`src/rtl/crc32_fcs_check.sv`:
```
`default_nettype none
// ============================================================================
// Module   : crc32_fcs_check
// Purpose  : Receive-side frame checker. Runs the reflected CRC32
//            (poly 0xEDB88320, init 0xFFFFFFFF, no final XOR) over every byte
//            of a frame, including the trailing 4-byte FCS, and compares the
//            register against the magic residue 0xDEBB20E3 at end of frame.
//            Emits one verdict per frame with length and error flags.
// Macro    : CRC32_CHK_STATS_EN - when defined, builds saturating good/bad
//            frame counters; otherwise good_cnt/bad_cnt are tied to zero.
// Ports    : clk, rst        - clock, synchronous active-high reset
//            din[7:0]        - frame byte
//            din_valid       - din is valid
//            din_last        - din is the final byte of the frame
//            din_ready       - byte accepted when din_valid & din_ready
//            done            - one-cycle pulse, verdict outputs valid
//            ok              - residue matches and length legal
//            err_crc         - residue mismatch
//            err_len         - length < MIN_LEN or > MAX_LEN
//            frame_len[15:0] - bytes in frame, saturating at 0xFFFF
//            crc_res[31:0]   - CRC register after the last byte
//            good_cnt[15:0]  - good frame count (stats build only)
//            bad_cnt[15:0]   - bad frame count (stats build only)
// Revision : 1.0 - initial release
// ============================================================================
module crc32_fcs_check #(
   parameter int MAX_LEN = 1518,
   parameter int MIN_LEN = 5
) (
   input  logic        clk,
   input  logic        rst,
   input  logic [7:0]  din,
   input  logic        din_valid,
   input  logic        din_last,
   output logic        din_ready,
   output logic        done,
   output logic        ok,
   output logic        err_crc,
   output logic        err_len,
   output logic [15:0] frame_len,
   output logic [31:0] crc_res,
   output logic [15:0] good_cnt,
   output logic [15:0] bad_cnt
);

   localparam logic [31:0] C_CRC_INIT    = 32'hFFFF_FFFF;
   localparam logic [31:0] C_CRC_POLY    = 32'hEDB8_8320;
   localparam logic [31:0] C_CRC_RESIDUE = 32'hDEBB_20E3;
   localparam logic [15:0] C_MAX_LEN     = 16'(MAX_LEN);
   localparam logic [15:0] C_MIN_LEN     = 16'(MIN_LEN);

   localparam logic [1:0] S_IDLE   = 2'd0;
   localparam logic [1:0] S_RUN    = 2'd1;
   localparam logic [1:0] S_DROP   = 2'd2;
   localparam logic [1:0] S_REPORT = 2'd3;

   // One byte of the reflected CRC, LSB first; equivalent to the table form
   // crc = (crc >> 8) ^ T[crc[7:0] ^ data].
   function automatic logic [31:0] crc_step(input logic [31:0] crc,
                                            input logic [7:0]  data);
      logic [31:0] c;
      c = crc ^ {24'd0, data};
      for (int k = 0; k < 8; k++) begin
         c = c[0] ? ((c >> 1) ^ C_CRC_POLY) : (c >> 1);
      end
      return c;
   endfunction

   logic [1:0]  state_q, state_d;
   logic [31:0] crc_q, crc_d;
   logic [15:0] len_q, len_d;
   logic        oversize_q, oversize_d;

   logic        ok_q, err_crc_q, err_len_q;
   logic [15:0] frame_len_q;
   logic [31:0] crc_res_q;

   logic        w_accept;
   logic        w_enter_report;
   logic [15:0] w_len_inc;
   logic [31:0] w_crc_next;
   logic        w_err_len;
   logic        w_err_crc;

   assign din_ready = ~rst & (state_q != S_REPORT);
   assign w_accept  = din_valid & din_ready;

   assign w_len_inc  = (len_q == 16'hFFFF) ? len_q : len_q + 16'd1;
   // The first byte of a frame always starts from the init value, so a
   // frame can begin in IDLE without waiting for a register load.
   assign w_crc_next = crc_step((state_q == S_IDLE) ? C_CRC_INIT : crc_q, din);

   always_comb begin
      state_d    = state_q;
      crc_d      = crc_q;
      len_d      = len_q;
      oversize_d = oversize_q;
      case (state_q)
         S_IDLE: begin
            crc_d      = C_CRC_INIT;
            len_d      = 16'd0;
            oversize_d = 1'b0;
            if (w_accept) begin
               crc_d   = w_crc_next;
               len_d   = 16'd1;
               state_d = din_last ? S_REPORT : S_RUN;
            end
         end
         S_RUN: begin
            if (w_accept) begin
               crc_d = w_crc_next;
               len_d = w_len_inc;
               // A last byte that also overruns still ends the frame here,
               // but carries the oversize flag into the verdict.
               if (w_len_inc > C_MAX_LEN) begin
                  oversize_d = 1'b1;
               end
               if (din_last) begin
                  state_d = S_REPORT;
               end else if (w_len_inc > C_MAX_LEN) begin
                  state_d = S_DROP;
               end
            end
         end
         S_DROP: begin
            // CRC frozen; only the length keeps counting.
            if (w_accept) begin
               len_d = w_len_inc;
               if (din_last) begin
                  state_d = S_REPORT;
               end
            end
         end
         S_REPORT: begin
            state_d    = S_IDLE;
            crc_d      = C_CRC_INIT;
            len_d      = 16'd0;
            oversize_d = 1'b0;
         end
         default: begin
            state_d = S_IDLE;
         end
      endcase
   end

   // Verdicts are captured on the edge that accepts the last byte so they
   // are already valid during the REPORT cycle.
   assign w_enter_report = w_accept & din_last;
   assign w_err_len      = (len_d < C_MIN_LEN) | oversize_d;
   assign w_err_crc      = (crc_d != C_CRC_RESIDUE);

   always_ff @(posedge clk) begin
      if (rst) begin
         state_q     <= S_IDLE;
         crc_q       <= C_CRC_INIT;
         len_q       <= 16'd0;
         oversize_q  <= 1'b0;
         ok_q        <= 1'b0;
         err_crc_q   <= 1'b0;
         err_len_q   <= 1'b0;
         frame_len_q <= 16'd0;
         crc_res_q   <= C_CRC_INIT;
      end else begin
         state_q    <= state_d;
         crc_q      <= crc_d;
         len_q      <= len_d;
         oversize_q <= oversize_d;
         if (w_enter_report) begin
            ok_q        <= ~w_err_len & ~w_err_crc;
            err_crc_q   <= w_err_crc;
            err_len_q   <= w_err_len;
            frame_len_q <= len_d;
            crc_res_q   <= crc_d;
         end
      end
   end

   // Gating with rst suppresses the pulse when reset lands in REPORT.
   assign done      = (state_q == S_REPORT) & ~rst;
   assign ok        = ok_q;
   assign err_crc   = err_crc_q;
   assign err_len   = err_len_q;
   assign frame_len = frame_len_q;
   assign crc_res   = crc_res_q;

`ifdef CRC32_CHK_STATS_EN
   logic [15:0] good_cnt_q;
   logic [15:0] bad_cnt_q;

   always_ff @(posedge clk) begin
      if (rst) begin
         good_cnt_q <= 16'd0;
         bad_cnt_q  <= 16'd0;
      end else if (state_q == S_REPORT) begin
         if (ok_q) begin
            if (good_cnt_q != 16'hFFFF) begin
               good_cnt_q <= good_cnt_q + 16'd1;
            end
         end else begin
            if (bad_cnt_q != 16'hFFFF) begin
               bad_cnt_q <= bad_cnt_q + 16'd1;
            end
         end
      end
   end

   assign good_cnt = good_cnt_q;
   assign bad_cnt  = bad_cnt_q;
`else
   assign good_cnt = 16'd0;
   assign bad_cnt  = 16'd0;
`endif

endmodule
`default_nettype wire

```
`config.mk`:
```
export PLATFORM = sky130hd
export DESIGN_NAME = crc32_fcs_check
export DESIGN_NICKNAME = d
export VERILOG_FILES = /design/src/rtl/crc32_fcs_check.sv
export SDC_FILE = /design/constraint.sdc
export NUM_CORES = 1
export LEC_CHECK = 0
export BUFFER_PORTS_ARGS = -buffer_cell sky130_fd_sc_hd__buf_2
export CORE_UTILIZATION = 45
export DETAILED_ROUTE_END_ITERATION = 12
export PLACE_DENSITY = 0.69
export SLEW_MARGIN = 30
export SYNTH_ARGS = -nofsm -noshare
export SYNTH_HDL_FRONTEND = slang
export SYNTH_SLANG_ARGS = --single-unit
```
`constraint.sdc`:
```
create_clock -name clk -period 3.55 [get_ports clk]
set_input_delay 0.1775 -clock clk [delete_from_list [all_inputs] [get_ports clk]]
set_output_delay 0.1775 -clock clk [all_outputs]
set_load 0.05 [all_outputs]
```
; After elaboration in Yosys (flattened, before gate mapping)
; Cells that the tools add are included.
[word_totals]
regBits = 102
out_inout_bits = 85
wordCells = 72
[op_classes]
n_addsub = 1
order_cmp = 2
n_eq_ne = 11
mux = 27
bitwise = 18
reduce_logical = 4
[ops]
columns = operator, n
row1 = $mux 32, 11
row2 = $not 13->14, 8
row3 = $pmux 32 s3, 1
row4 = $pmux 16 s3, 1
row5 = $mux 16, 2
row6 = $ne 32x32->1 const B, 1
row7 = $xor 32x8->32, 1
row8 = $add 16x1->16 const B, 1
row9 = $eq 16x16->1 const B, 1
row10 = $gt 16x11->1 const B, 1
row11 = $lt 16x3->1 const B, 1
row12 = $mux 2, 7
row13 = $ne 2x2->1 const B, 5
row14 = $pmux 2 s4, 1
row15 = $and 1x1->1, 5
row16 = $reduce_and 5->1, 1
row17 = $eq 2x2->1 const B, 2
row18 = $reduce_or 2->1, 2
row19 = $mux 1, 3
row20 = $ne 3x3->1 const B, 1
row21 = $not 1->1, 3
row22 = $eq 2x1->1 const B, 1
row23 = $logic_not 2->1, 1
row24 = $pmux 1 s2, 1
row25 = $or 1x1->1, 1

; Logic depth before layout (Yosys ltp)
[depth]
ltp_word = 24
ltp_mapped = 15
ltp_nobuf = 11

; Worst setup path before layout
; Ideal clock, no wire load.
[synth_timing]
path_kind = reg-to-reg
start = reg state_q[0]
end = reg err_crc_q (netlist: err_crc)
setup_time_ps = 116
arrival_time_ps = 2998
setup_slack_ps = 436
path_stages_with_launch = 14
n_path_buf = 3
period_less_slack_ps = 3114
cell_sequence = dfxtp_1 > inv_1 > ha_1 > buf_2 > buf_2 > nor2_1 > a21oi_1 > clkbuf_1 > o221ai_1 > or4b_1 > nor4_2 > nand4_1 > or4_1 > o211a_1
[synth_via]
elab_chain_cells = 20
elab_cells_between_ends = 29
cone_classes = eq/ne (4) / mux (12) / bitwise (12) / reduce/logical (1)
[synth_rtl]
columns = element, line
row1 = "start, declared", 69  ; logic [1:0] state_q, state_d;
row2 = "start signal, assigned", 164  ; state_q <= state_d;
row3 = $logic_not 2->1, "91, 98"
row4 = $mux 32, 91  ; assign w_crc_next = crc_step((state_q == S_IDLE) ? C_CRC_INIT : crc_q, din);
row5 = $xor 32x8->32, 62  ; c = crc ^ {24'd0, data};
row6 = $not 13->14 (no source line), --
row7 = $mux 32, 64  ; c = c[0] ? ((c >> 1) ^ C_CRC_POLY) : (c >> 1);
row8 = $mux 32 or $not 13->14 (tied branches), --
row9 = $not 13->14 (no source line) or $mux 32 (tied branches), --
row10 = $mux 32, 64
row11 = [4 not listed], --
row12 = $mux 32, 64
row13 = $not 13->14 (no source line), --
row14 = $mux 32, 64
row15 = $not 13->14 (no source line), --
row16 = $mux 32, 64
row17 = "$mux 32, on equally long branches", "110, 103"
row18 = $pmux 32 s3, 98  ; case (state_q)
row19 = $ne 32x32->1, 150  ; assign w_err_crc = (crc_d != C_CRC_RESIDUE);
row20 = "end signal, assigned", 170  ; err_crc_q <= w_err_crc;
row21 = "end, declared", 74  ; logic ok_q, err_crc_q, err_len_q;
; Parallel ways exist; a longest one is shown, timed or not.
; A chain may end at the register's enable or synchronous reset.

; Worst setup path in the final report
; Ends and elaborated chain as after synthesis.

==> flow_summary.ini <==
[final_layout]
layout_common_cells = nand2_1, dfxtp_1, nor2_1, buf_2, xnor2_1
layout-drive-gt1-share = 0.1791
nNetsFinal = 901
syn_to_final_growth_pct = 13.29
antenna_cells = 0
utilization = 0.5217

[grt]
grt_pass1_vias = 5544
antenna_found_initial = 0
grt_pass1_wl_um = 30840
grt_max_degree = 77
grt-ovfl-total = 0
grt_usage = 0.2671

[timing]
period_share = 0.9387
period_minus_slack_ns = 3.332
fin_skew_ns = 0.01133
setup_viol = 0
rsz0062_at_grt = false
worst_pin_slew_ns = 0.7361
fmax_mhz = 300.1
hold_viol = 0
slew_violations = 0
tns_ns = 0
slew_headroom = 0.5093

[power_and_ir_drop]
power_leakage_nw = 3.120
p_per_area_nw_per_um2 = 839.0
irDropWorstVdd_uv = 352.7

[yosys]
synth_area_leaders = dfxtp_1, xnor2_1, nand2_1, xnor3_1, o21ai_0
syn-cell-area_um2 = 6693
synth_edf_count = 0
yosys.area_share.adder = 0.01122
synth-xor-area-share = 0.1690
syn_area_per_cell_um2 = 8.112
yosys.area.top_type = dfxtp_1
synthMuxAreaShare = 0.01514
synthCells = 825
synthSimpleGateAreaFrac = 0.2094
ys.flop_type = dfxtp_1
yosys_register_bits = 102
synth.distinct_cells = 78
async_flop_share = 0
synth-seq-area-share = 0.3051
yosysWarnings = 0
synth_compound_area_frac = 0.2086
synth_top_family_by_area = simple AND/OR/NAND/NOR gates
synth_top_area_share = 0.3051

[placement]
port_buffers = 64
hpwlAfterDp_um = 14820
gp_congestion = 0.9894

[critical_path]
critPathSlowestCell = or4_1
slowest_delay_ns = 0.54
start_kind = flip-flop
ff2ff_setup_slack_ns = 0.22
crit_fanout = 13
crit_cells = 13
reg2reg_depth = 13
cp.required_ns = 3.80
cp-startpoint = state_q[0]
endpoint = err_crc
critPathBufInv = 3
r2r-end = err_crc
timing.rr.start = state_q[0]
crit_type = flip-flop to flip-flop
crit_path_end_kind = flip-flop
cp.arrival_ns = 3.58
path_cells = inv_1, ha_4, buf_4, buf_4, or2_2, nor2_1, nor2_1, o22ai_1, o2111ai_2, nor4_2, nand4_1, or4_1, o211a_1
critical_path.top_delay_family = simple AND/OR/NAND/NOR gates

[clock_network]
cts_buffers = 9
clock-sinks = 102
cts.htree.levels = 3
clockRootBuffer = clkbuf_16
cts_tree = done
hold_buffers = 0
clkLatencyLatePin_ns = 0.35
clockBufferDepth = 2
clk_pin_slew_ns = 0.07

[floorplan]
row_count = 44
die_height_um = 124.0
die_area_um2 = 15360
die_x_um = 124.0
coreArea_um2 = 14530
ios = 97
initial_core_util = 0.4605

[route]
drt_wl_total_um = 19910
drc_errors = 0
vias = 6240
postRouteAntennaNets = 0
drtPass1Iterations = 5
drt_iter0_markers = 634
via_per_inst = 5.821
wl_per_cell_um = 18.57

[hold_path]
hold_path.class = primary input to flip-flop
min_delay_path_depth = 3
min_from = din_last

[status]
outcome = finished clean

[job]
maxCapViolations = 0
==> synth_stat cells, drive strengths merged (2+ instances only) <==
master,instances
nor4,9
a211oi,11
o221ai,5
nand2b,5
nor3,20
o211ai,31
o32ai,4
nand4,9
a21o,5
xor2,15
inv,7
or3,9
a31oi,5
nor2,68
o2bb2ai,3
xnor2,61
a211o,4
buf,48
nand3b,3
a41oi,2
a21oi,43
o31a,2
o21ai,57
o21a,11
and3,9
mux2i,9
and2,3
clkbuf,49
nand3,27
ha,6
or4,4
and4,3
nor2b,7
xor3,4
o211a,3
or2,7
nand2,104
o22ai,9
a22oi,5
dfxtp,102
xnor3,14
==> per-stage QoR <==
stage	total power, mW	setup WS [ns]	std cells	hold slack [ns]	instance area [um^2]
4_1_cts	6.246	0.05972	1071	0.2080	7540
2_1_floorplan	4.124	0.4359	856	0.4169	6809
3_3_place_gp	5.175	0.08924	1055	0.4353	7231
3_5_place_dp	5.201	0.08088	1055	0.4436	7231
6_report	6.361	0.2178	1072	0.2246	7582
5_1_grt	6.744	0.002693	1072	0.2700	7582
==> how the worst min path moves through the flow <==
stage / slack (ns) / to
after CTS: 0.21 / state_q[1]
final: 0.22 / state_q[1]
after global routing: 0.27 / state_q[1]
after global placement: 0.44 / frame_len[9]
after detailed placement: 0.44 / crc_res[12]
after floorplan: 0.42 / state_q[1]
==> worst reg2reg max path, stage by stage (launching register included) <==
cell and delay (ns):
dfxtp_1 0.40, inv_1 0.12, ha_4 0.25, buf_4 0.21, buf_4 0.16, or2_2 0.41
nor2_1 0.13, nor2_1 0.05, o22ai_1 0.20, o2111ai_2 0.22, nor4_2 0.29, nand4_1 0.11
or4_1 0.54, o211a_1 0.15
==> flip-flops by register name, summed over array words and instances, names as in the netlist <==
signal,flops
frame_len,16
oversize_q,1
err_crc,1
len_q,16
crc_res,32
crc_q,32
state_q,2
err_len,1
ok,1
==> where the power goes <==
| group | internal (mW) | switching, mW |
|---|---|---|
| Sequential | 1.34 | 0.267 |
| Clock | 0.570 | 0.463 |
| Combinational | 1.64 | 2.08 |
| Total | 3.55 | 2.81 |
==> routing by layer <==
metal | up-vias | GRT usage | share of wire
met5 | - | 0 | 0
met2 | 314 | 0.4007 | 0.43
li1 | 2971 | - | -
met3 | 41 | 0.05495 | 0.085
met1 | 2914 | 0.3757 | 0.45
met4 | 0 | 0.09970 | 0.033
==> cells by family after synthesis <==
| logic type | Yosys count |
|---|---|
| buffers and inverters | 105 |
| muxes | 10 |
| other | 1 |
| adders and majority gates | 6 |
| AOI/OAI and AO/OA | 214 |
| xor gates and xnor gates | 94 |
| DFF | 102 |
| and+or+nand+nor | 293 |
==> what timing repair did <==
| item | 4_1_cts | 5_1_grt |
|---|---|---|
| hold endpoints to repair | 0 | 0 |
| setup endpoints to repair | 0 | 2 |
| setup buffers | 0 | 1 |
| resized for setup | 0 | 7 |
==> cell type report <==
class | instances | area (um^2)
clock buffer | 10 | 239.0
tap | 184 | 230.2
sequential | 102 | 2042
multi-input combinational | 649 | 4270
timing repair buffer | 113 | 700.7
inverter | 8 | 30.03
clock inverter | 6 | 70.07
fill | 1437 | 6952
(Power assumes the default switching activity.)
